File: src/rtl/pattern_pkg.sv
// Shared types and helpers for the training-pattern sequencer.
package pattern_pkg;

    typedef enum logic [1:0] {S_IDLE, S_RUN, S_DONE} state_e;

    // Galois feedback mask for taps 16,14,13,11 (right-shifting form)
    localparam logic [15:0] LFSR_TAPS = 16'hB400;

    function automatic logic [15:0] lfsr_next(input logic [15:0] v);
        lfsr_next = v[0] ? ((v >> 1) ^ LFSR_TAPS) : (v >> 1);
    endfunction

    // lr - (lr >> shift), floored at lr_min; callers truncate to their word width
    function automatic logic [31:0] lr_decay(input logic [31:0] lr,
                                             input int unsigned shift,
                                             input logic [31:0] lr_min);
        logic [31:0] dec;
        dec      = lr - (lr >> shift);
        lr_decay = (dec < lr_min) ? lr_min : dec;
    endfunction

endpackage

File: src/rtl/pattern_mem.sv
// Sample store: single write port, single read port with a registered, resettable read
// register. A same-address write and read in one cycle returns the old word.
module pattern_mem #(
    parameter int unsigned DEPTH = 12,
    parameter int unsigned WIDTH = 80,
    parameter int unsigned AW    = 4
) (
    input  logic             clk,
    input  logic             rst_n,
    input  logic             wr_en,
    input  logic [AW-1:0]    wr_addr,
    input  logic [WIDTH-1:0] wr_data,
    input  logic             rd_en,
    input  logic [AW-1:0]    rd_addr,
    output logic [WIDTH-1:0] rd_data
);

    logic [WIDTH-1:0] mem [DEPTH];

    always_ff @(posedge clk) begin
        if (wr_en && (32'(wr_addr) < DEPTH)) begin
            mem[wr_addr] <= wr_data;
        end
    end

    always_ff @(posedge clk or negedge rst_n) begin
        if (!rst_n) begin
            rd_data <= '0;
        end else if (rd_en) begin
            rd_data <= mem[rd_addr];
        end
    end

endmodule

File: src/rtl/pattern_sequencer.sv
// Training/validation sample sequencer with epoch tracking and lr decay.
// Optional per-epoch training-order rotation via LFSR when PATTERN_SHUFFLE_EN is defined.
module pattern_sequencer
    import pattern_pkg::*;
#(
    parameter int unsigned     NX        = 4,
    parameter int unsigned     BITS      = 16,
    parameter int unsigned     NTRAIN    = 8,
    parameter int unsigned     NVALID    = 4,
    parameter int unsigned     EPOCH_MAX = 16,
    parameter logic [BITS-1:0] LR_INIT   = BITS'(16'h1000),
    parameter int unsigned     LR_SHIFT  = 3,
    parameter logic [BITS-1:0] LR_MIN    = BITS'(16'h0040),
    parameter logic [15:0]     SEED      = 16'hACE1
) (
    input  logic                                 clk,
    input  logic                                 rst_n,
    input  logic                                 sw,
    input  logic                                 tr,
    input  logic                                 vl,
    input  logic                                 ld_en,
    input  logic [$clog2(NTRAIN+NVALID)-1:0]     ld_addr,
    input  logic [NX*BITS-1:0]                   ld_x,
    input  logic [BITS-1:0]                      ld_y,
    output logic [NX*BITS-1:0]                   x,
    output logic [BITS-1:0]                      y,
    output logic                                 out_valid,
    output logic                                 is_train,
    output logic                                 vl_drop,
    output logic [BITS-1:0]                      lr,
    output logic [BITS-1:0]                      TRAIN,
    output logic [BITS-1:0]                      VALID,
    output logic [BITS-1:0]                      EPOCH,
    output logic                                 done
);

    localparam int unsigned AW = $clog2(NTRAIN + NVALID);
    localparam int unsigned TW = (NTRAIN > 1) ? $clog2(NTRAIN) : 1;
    localparam int unsigned VW = (NVALID > 1) ? $clog2(NVALID) : 1;
    localparam int unsigned MW = NX * BITS + BITS;

    state_e          state_q, state_d;
    logic [TW-1:0]   tptr_q, tptr_d;
    logic [VW-1:0]   vptr_q, vptr_d;
    logic [BITS-1:0] train_q, train_d;
    logic [BITS-1:0] valid_q, valid_d;
    logic [BITS-1:0] epoch_q, epoch_d;
    logic [BITS-1:0] lr_q, lr_d;
    logic            out_valid_q, out_valid_d;
    logic            is_train_q, is_train_d;
    logic            vl_drop_q, vl_drop_d;

    logic            tr_acc, vl_acc, epoch_end;
    logic            rd_en;
    logic [AW-1:0]   rd_addr;
    logic [TW:0]     tsum;
    logic [BITS-1:0] epoch_inc;
    logic [TW-1:0]   offset;
    logic [MW-1:0]   rd_data;

`ifdef PATTERN_SHUFFLE_EN
    logic [15:0]   lfsr_q, lfsr_d;
    logic [TW-1:0] offset_q, offset_d;
    logic [TW:0]   step, osum;

    assign offset = offset_q;

    always_comb begin
        lfsr_d   = lfsr_q;
        offset_d = offset_q;
        step     = {1'b0, lfsr_q[TW-1:0]};
        if (32'(step) >= NTRAIN) step = step - (TW+1)'(NTRAIN);
        osum = {1'b0, offset_q} + step;
        if (32'(osum) >= NTRAIN) osum = osum - (TW+1)'(NTRAIN);
        if (sw) begin
            lfsr_d   = SEED;
            offset_d = '0;
        end else if (epoch_end) begin
            // Rotation for the next epoch uses the LFSR value held during this one
            lfsr_d   = lfsr_next(lfsr_q);
            offset_d = osum[TW-1:0];
        end
    end

    always_ff @(posedge clk or negedge rst_n) begin
        if (!rst_n) begin
            lfsr_q   <= SEED;
            offset_q <= '0;
        end else begin
            lfsr_q   <= lfsr_d;
            offset_q <= offset_d;
        end
    end
`else
    logic unused_seed;
    assign unused_seed = ^SEED;
    assign offset      = '0;
`endif

    assign epoch_inc = epoch_q + BITS'(1);

    always_comb begin
        state_d     = state_q;
        tptr_d      = tptr_q;
        vptr_d      = vptr_q;
        train_d     = train_q;
        valid_d     = valid_q;
        epoch_d     = epoch_q;
        lr_d        = lr_q;
        out_valid_d = 1'b0;
        is_train_d  = is_train_q;
        vl_drop_d   = 1'b0;
        tr_acc      = 1'b0;
        vl_acc      = 1'b0;
        epoch_end   = 1'b0;
        rd_en       = 1'b0;
        rd_addr     = '0;

        tsum = {1'b0, tptr_q} + {1'b0, offset};
        if (32'(tsum) >= NTRAIN) tsum = tsum - (TW+1)'(NTRAIN);

        if (sw) begin
            // Restart wins over any request in the same cycle
            state_d = S_RUN;
            tptr_d  = '0;
            vptr_d  = '0;
            train_d = '0;
            valid_d = '0;
            epoch_d = '0;
            lr_d    = LR_INIT;
        end else begin
            tr_acc    = tr && (state_q == S_RUN);
            vl_acc    = vl && !tr_acc && (state_q != S_IDLE);
            vl_drop_d = tr_acc && vl;

            if (tr_acc) begin
                rd_en       = 1'b1;
                rd_addr     = AW'(tsum);
                out_valid_d = 1'b1;
                is_train_d  = 1'b1;
                if (tptr_q == TW'(NTRAIN - 1)) begin
                    epoch_end = 1'b1;
                    tptr_d    = '0;
                    train_d   = '0;
                    epoch_d   = epoch_inc;
                    lr_d      = BITS'(lr_decay(32'(lr_q), LR_SHIFT, 32'(LR_MIN)));
                    if (epoch_inc == BITS'(EPOCH_MAX)) state_d = S_DONE;
                end else begin
                    tptr_d  = tptr_q + TW'(1);
                    train_d = train_q + BITS'(1);
                end
            end else if (vl_acc) begin
                rd_en       = 1'b1;
                rd_addr     = AW'(NTRAIN) + AW'(vptr_q);
                out_valid_d = 1'b1;
                is_train_d  = 1'b0;
                vptr_d      = (vptr_q == VW'(NVALID - 1)) ? '0 : vptr_q + VW'(1);
                if (valid_q != '1) valid_d = valid_q + BITS'(1);
            end
        end
    end

    always_ff @(posedge clk or negedge rst_n) begin
        if (!rst_n) begin
            state_q     <= S_IDLE;
            tptr_q      <= '0;
            vptr_q      <= '0;
            train_q     <= '0;
            valid_q     <= '0;
            epoch_q     <= '0;
            lr_q        <= LR_INIT;
            out_valid_q <= 1'b0;
            is_train_q  <= 1'b0;
            vl_drop_q   <= 1'b0;
        end else begin
            state_q     <= state_d;
            tptr_q      <= tptr_d;
            vptr_q      <= vptr_d;
            train_q     <= train_d;
            valid_q     <= valid_d;
            epoch_q     <= epoch_d;
            lr_q        <= lr_d;
            out_valid_q <= out_valid_d;
            is_train_q  <= is_train_d;
            vl_drop_q   <= vl_drop_d;
        end
    end

    pattern_mem #(
        .DEPTH(NTRAIN + NVALID),
        .WIDTH(MW),
        .AW   (AW)
    ) u_mem (
        .clk    (clk),
        .rst_n  (rst_n),
        .wr_en  (ld_en),
        .wr_addr(ld_addr),
        .wr_data({ld_y, ld_x}),
        .rd_en  (rd_en),
        .rd_addr(rd_addr),
        .rd_data(rd_data)
    );

    assign x         = rd_data[NX*BITS-1:0];
    assign y         = rd_data[NX*BITS +: BITS];
    assign out_valid = out_valid_q;
    assign is_train  = is_train_q;
    assign vl_drop   = vl_drop_q;
    assign lr        = lr_q;
    assign TRAIN     = train_q;
    assign VALID     = valid_q;
    assign EPOCH     = epoch_q;
    assign done      = (state_q == S_DONE);

endmodule

File: config.mk
export PLATFORM = sky130hd
export DESIGN_NAME = pattern_sequencer
export DESIGN_NICKNAME = d
export VERILOG_FILES = /design/src/rtl/pattern_pkg.sv /design/src/rtl/pattern_mem.sv /design/src/rtl/pattern_sequencer.sv
export SDC_FILE = /design/constraint.sdc
export NUM_CORES = 1
export LEC_CHECK = 0
export CAP_MARGIN = 5
export CORE_MARGIN = 3
export CORE_UTILIZATION = 25
export DETAILED_ROUTE_END_ITERATION = 16
export DONT_BUFFER_PORTS = 1
export SKIP_CTS_REPAIR_TIMING = 1
export SYNTH_ARGS = -nofsm -noshare
export SYNTH_HDL_FRONTEND = slang
export SYNTH_SLANG_ARGS = --single-unit
File: constraint.sdc
create_clock -name clk -period 2.7 [get_ports clk]
set_clock_uncertainty 0.05 [all_clocks]
set_input_delay 0.135 -clock clk [delete_from_list [all_inputs] [get_ports clk]]
set_output_delay 0.135 -clock clk [all_outputs]
set_load 0.02 [all_outputs]
======== Yosys cells after proc, flatten, opt, wreduce, memory -nomap -nowiden ========
Memory sizes are Yosys's and may differ from the RTL's. A register that Yosys moved wholly into a read port is not among the register bits.
Index checks and enable logic that the tools add are counted.
word-level totals
  bits in registers ....................... 74
  bits in latches ......................... 0
  bits in writable memories ............... 960
  bits in read-only memories .............. 0
  output and inout port bits .............. 148
  memories ................................ 1
memories
  memory     words  width  rd ports  clocked after memory_dff  wr ports  line               text
  u_mem.mem  12     80     1         1                         1         pattern_mem.sv:18  logic [WIDTH-1:0] mem [DEPTH];
cells by class
  add/sub/neg operators ................... 8
  multipliers ............................. 0
  div/mod/pow operators ................... 0
  magnitude comparators ................... 3
  eq/ne operators ......................... 7
  shift-type cells ........................ 0
  muxes and demuxes ....................... 37
  bitwise logic cells ..................... 1
  reductions and logical operators ........ 19
operators by type and width
  cell                                                 number
  two-way mux 16 bit                                   14
  adder 16 x 1 -> 16 bit, second input constant        3
  < comparator 32 x 7 -> 1 bit, second input constant  1
  subtractor 16 x 13 -> 17 bit                         1
  == test 16 x 5 -> 1 bit, second input constant       1
  two-way mux 2 bit                                    8
  two-way mux 4 bit                                    4
  inequality test 16 bit, second input constant        1
  nonzero test 2 bit                                   7
  two-way mux 3 bit                                    3
  two-way mux 1 bit                                    8
  AND reduction 2 bit                                  3
  AND reduction 3 bit                                  2
  logical AND 1 bit                                    5
  adder 4 x 2 -> 4 bit, first input constant           1
  == test 2 bit, second input constant                 2
  >= comparator 3 x 4 -> 1 bit, second input constant  1
  < comparator 4 bit, second input constant            1
  subtractor 3 x 4 -> 4 bit, second input constant     1
  adder 3 x 1 -> 3 bit, second input constant          1
  == test 3 bit, second input constant                 1
  adder 2 x 1 -> 2 bit, second input constant          1
  == test 2 x 1 -> 1 bit, second input constant        1
  logical NOT 1 bit                                    2
  other kinds (2)                                      2

======== Logic depth before layout (Yosys ltp) ========
  depth after elaboration ................. 8
  mapped depth ............................ 11

======== By module ========
A second synthesis with hierarchy kept.
unflattened totals
  cells, all modules ...................... 2555
  area, all modules ....................... 43892.1 µm²
by module, submodules not included
  module             times used  cells each  area each (µm²)  seq. area each (µm²)
  pattern_mem        1           2027        39357.7          30829.6
  pattern_sequencer  1           528         4534.3           1853.0

======== Least setup slack after synthesis ========
OpenSTA, ideal clock, no wires.
  path kind ............................... input port to flip-flop
  start ................................... in ld_addr[3]
  end ..................................... mem u_mem.mem[0][0] (enable)
  setup time .............................. 618 ps
  arrival time ............................ 6071 ps
  path slack .............................. -4039 ps
  cell stages on the path ................. 2
  cell sequence ........................... or3b_2 nor3_1
between the ends
  cells in the longest elaborated chain, start to end .. 4
ends and longest elaborated chain
  what                                     line                     text
  from (decl)                              pattern_sequencer.sv:22  input logic [$clog2(NTRAIN+NVALID)-1:0] ld_addr,
  < comparator 4 bit                       pattern_mem.sv:21        if (wr_en && (32'(wr_addr) < DEPTH)) begin
  logical AND 1 bit                        pattern_mem.sv:21
  two-way mux 1 bit                        pattern_mem.sv:21
  two-way mux 1 bit (not written as such)  pattern_mem.sv:22        mem[wr_addr] <= wr_data;
  to (decl)                                pattern_mem.sv:18
Parallel ways exist; a longest one is shown, timed or not.

======== Worst setup path after layout ========
  start ................................... reg lr_q[9], in the netlist lr[9]
  end ..................................... reg lr_q[6], in the netlist lr[6]
between the ends
  cells in the longest elaborated chain, start to end .. 6
ends and longest elaborated chain
  what                            line                      text
  from (decl)                     pattern_sequencer.sv:48   logic [BITS-1:0] lr_q, lr_d;
  from (signal assigned)          pattern_sequencer.sv:182  lr_q <= lr_d;
  subtractor 16 x 13 -> 17 bit *  pattern_pkg.sv:18         dec = lr - (lr >> shift);
  < comparator 32 x 7 -> 1 bit    pattern_pkg.sv:19         lr_decay = (dec < lr_min) ? lr_min : dec;
  two-way mux 16 bit *            pattern_pkg.sv:19
  two-way mux 16 bit *            pattern_sequencer.sv:141  if (tptr_q == TW'(NTRAIN - 1)) begin
  two-way mux 16 bit *            pattern_sequencer.sv:136  if (tr_acc) begin
  two-way mux 16 bit *            pattern_sequencer.sv:122  if (sw) begin
Mark *: on every way between the ends. The rest lies on a longest branch, timed or not. The select of a mux whose other input is x is not followed.
A chain may end at the register's enable or synchronous reset.

==> key figures <==
Finish
  – Area grow syn2layout: 20.9%
  – # fillers: 16,400
  – Fraction of layout instances using a drive strength above 1: 19.5%
  – Net count, final: between 2,000 and 3,000
  – Final core occ: 30.5%
  – Fin area: 0.0518 mm^2

Synthesis
  – Synthesized area: about 0.043 mm^2
  – Synth top area share: 67.3%
  – Syn Inst Count: 2,311
  – Syn. warnings: 0
  – Post-synthesis sequential area ratio: 76.3%
  – Post-Syn Nets: 2,420
  – Synthesized flop and latch total: 1,114
  – Dominant cells by area after synthesis: edfxtp_1 (67%), dfrtp_1 (8.9%), mux4_2 (8.4%)
  – Post-Syn Area per Cell: 18.5 um^2
  – Post-synth top cells: edfxtp_1 (960), mux2i_1 (163), mux4_2 (160)
  – Ys flop type: edfxtp_1
  – Leading area contributor after synthesis: edfxtp_1
  – Post-synth EDFFs: 960
  – Synth cell types: 69
  – Count leader, synth: edfxtp_1
  – Synth async-reset ratio: 13.8%

Drt
  – Via count: about 22,000
  – Initial drt markers: 1,703
  – Via-to-Cell Ratio: 4.55
  – DRC Markers: 0
  – Routed wire length: 106,000 um
  – Drt first pass iters: 5
  – DR WL/cell: 21.7 um
  – Post-DRT Antenna Nets: 0

Power and ir drop
  – Clk pwr share: 42.2%
  – P_int: 28.6 mW
  – Maximum vdd drop: about 0.00054 V
  – Cell Pwr Density: between 700 and 800 mW/mm^2
  – Combinational share of power: 4.1%
  – Part of the power in registers: 53.6%
  – P_sw: 8.22 mW
  – Switch share: 22.3%
  – Pleak: 16.8 nW

Outcome
  – Failing checks: negative hold slack
  – Status: finished, violations left

Timing
  – Hold WS: -957 ps
  – RSZ-0062 raised after global routing: yes
  – Final worst slack: 18.4 ps
  – Final Hold Viols: 154
  – Worst rel slew slack: 50.3%
  – Worst slew pin tran: 745 ps
  – Minimum clock period: between 2000 and 3000 ps
  – Max Freq: 373 MHz
  – Final worst-path cycle share: 99.3%
  – Max Slew Vio Count: 0
  – # setup viols final: 0

Clocking
  – Root buffer cell: clkbuf_16
  – Maximum clock insertion buffer count: 3
  – CTS Buf Count: 115
  – Later-pin clock latency in the skew report: 760 ps
  – TritonCTS Sinks: 1,114
  – Clk slew on worst S/H paths: ~60 ps
  – Clock H-tree levels: 3
  – CTS tree: built

Worst setup path
  – Crit start category: flop
  – Worst Path Max Fanout: 4
  – Reg-to-Reg End: lr[6]
  – Arr. time, crit path: approximately 3200 ps
  – R2r startpoint: lr[9]
  – Worst Path Required: around 3200 ps
  – Reg2Reg Setup Slack: 20 ps
  – R2r worst-path depth: 10
  – Critical path capture point type: flop
  – Setup CP Type: reg2reg

Run
  – Max-capacitance violation count: 0

GRT
  – Initial antenna violation count: 10
  – First-pass GRT wire length: between 150,000 and 200,000 um
  – GRT Resource Usage Total: a little under an eighth
  – Gr ovfl total: 0
  – Maximum number of pins on one net before global-route repair: 155
  – Vias in the first global route: 22,500

Placement
  – DP HPWL: ~59,000 um
  – DP Area: 0.0470 mm^2
  – IO Port Bufs: 0
  – Pre-CTS setup slack: 56.1 ps
  – Gpl congestion: 0.769

Floorplanning
  – Die height: ~420 um
  – Total die area: approximately 0.18 mm^2
  – Chip Width: 420 um
  – Initial Utilization: 25.2%
  – Core Area: 0.170 mm^2
  – # IOs: ~240
  – Rows: roughly 150

Min path
  – Hold crit path type: in2async
[worst max path at each step]
stage / from / cells past startpoint / slack, ps / end
2_1_floorplan: ld_addr[3] / 2 / -450 / u_mem.mem[2][0]
3_3_place_gp: lr[0] / 10 / 80 / lr[6]
3_5_place_dp: lr[6] / 8 / 60 / lr[15]
4_1_cts: state_q[0] / 8 / 20 / u_mem.rd_data[19]
5_1_grt: lr[9] / 10 / -40 / lr[6]
6_report: lr[9] / 10 / 20 / lr[6]
[layout make-up]
type / count / area (um^2) / area share [%]
timing repair buffer: 243 / 2670 / 5.16
inverter: 21 / 78.8 / 0.152
sequential: 1114 / 32700 / 63.1
clock buffer: 161 / 3160 / 6.10
tap: 2218 / 2780 / 5.36
antenna: 6 / 15.0 / 0.0290
multi-input combinational: 1063 / 9810 / 18.9
clock inverter: 55 / 589 / 1.14
[registers in the layout, summed over array words and instances (netlist names), 3 cells and up]
name and flops:
EPOCH 16, lr 16, u_mem.rd_data 80, tptr_q 3
TRAIN 16, u_mem.mem 960, VALID 16
[stage by stage]
stage / power [mW] / setup TNS (ps) / std cells
2_1_floorplan: 20.8 / -140740 / 2311
6_report: 36.9 / 0 / 4881
3_3_place_gp: 21.3 / 0 / 4564
3_5_place_dp: 21.4 / 0 / 4564
4_1_cts: 37.0 / 0 / 4780
5_1_grt: 38.2 / -169 / 4877
[worst max-delay path, stage by stage (launching register included)]
cell      delay, ps
dfrtp_1         350
inv_1            60
ha_1            300
a21o_1          190
or3_4           370
o21a_1          210
buf_4           150
o221a_2         240
o211ai_1        290
nor4_2           90
a221o_1         270
[power groups by stage]
| stage | registers [mW] | logic [mW] | clock network, mW |
|---|---|---|---|
| 2_1_floorplan | 20.0 | 0.824 | 0 |
| 3_3_place_gp | 20.1 | 1.21 | 0 |
| 3_5_place_dp | 20.2 | 1.22 | 0 |
| 4_1_cts | 19.8 | 1.22 | 16.0 |
| 5_1_grt | 19.8 | 1.66 | 16.8 |
| 6_report | 19.8 | 1.51 | 15.6 |
[metal layers]
| layer | track usage (%) | up-vias | part of all wire [%] |
|---|---|---|---|
| met2 | 19.5 | 556 | 49 |
| met5 | 0 | - | 0.013 |
| met4 | 3.37 | 4 | 2.2 |
| li1 | - | 9778 | - |
| met3 | 3.51 | 123 | 6.5 |
| met1 | 14.8 | 11800 | 42 |
[kinds of logic after synthesis]
| kind of cell | Yosys count | synth area share, % |
|---|---|---|
| flip-flops | 1114 | 76.3 |
| AO/OA/AOI/OAI | 349 | 5.24 |
| AND/OR/NAND/NOR | 326 | 3.40 |
| multiplexers | 324 | 12.2 |
| buffers and inverters | 134 | 1.34 |
| XOR/XNOR | 45 | 0.920 |
| adder cells (fa/ha/maj) | 19 | 0.572 |
[cell usage in the layout, fill, tap and decap left out, types with 22 or more instances in the layout]
cell,netlist,final
mux4_2,160,160
mux2i_1,163,163
nor2_1,80,71
edfxtp_1,960,960
dlygate4sd3_1,0,92
xor2_1,22,22
nand2_1,146,144
buf_4,0,102
a22oi_1,82,80
a21oi_1,110,106
clkbuf_1,55,35
xnor2_1,23,23
clkbuf_16,0,115
buf_12,0,42
dfrtp_1,153,152
o22ai_1,82,82
(Power assumes the default switching activity.)
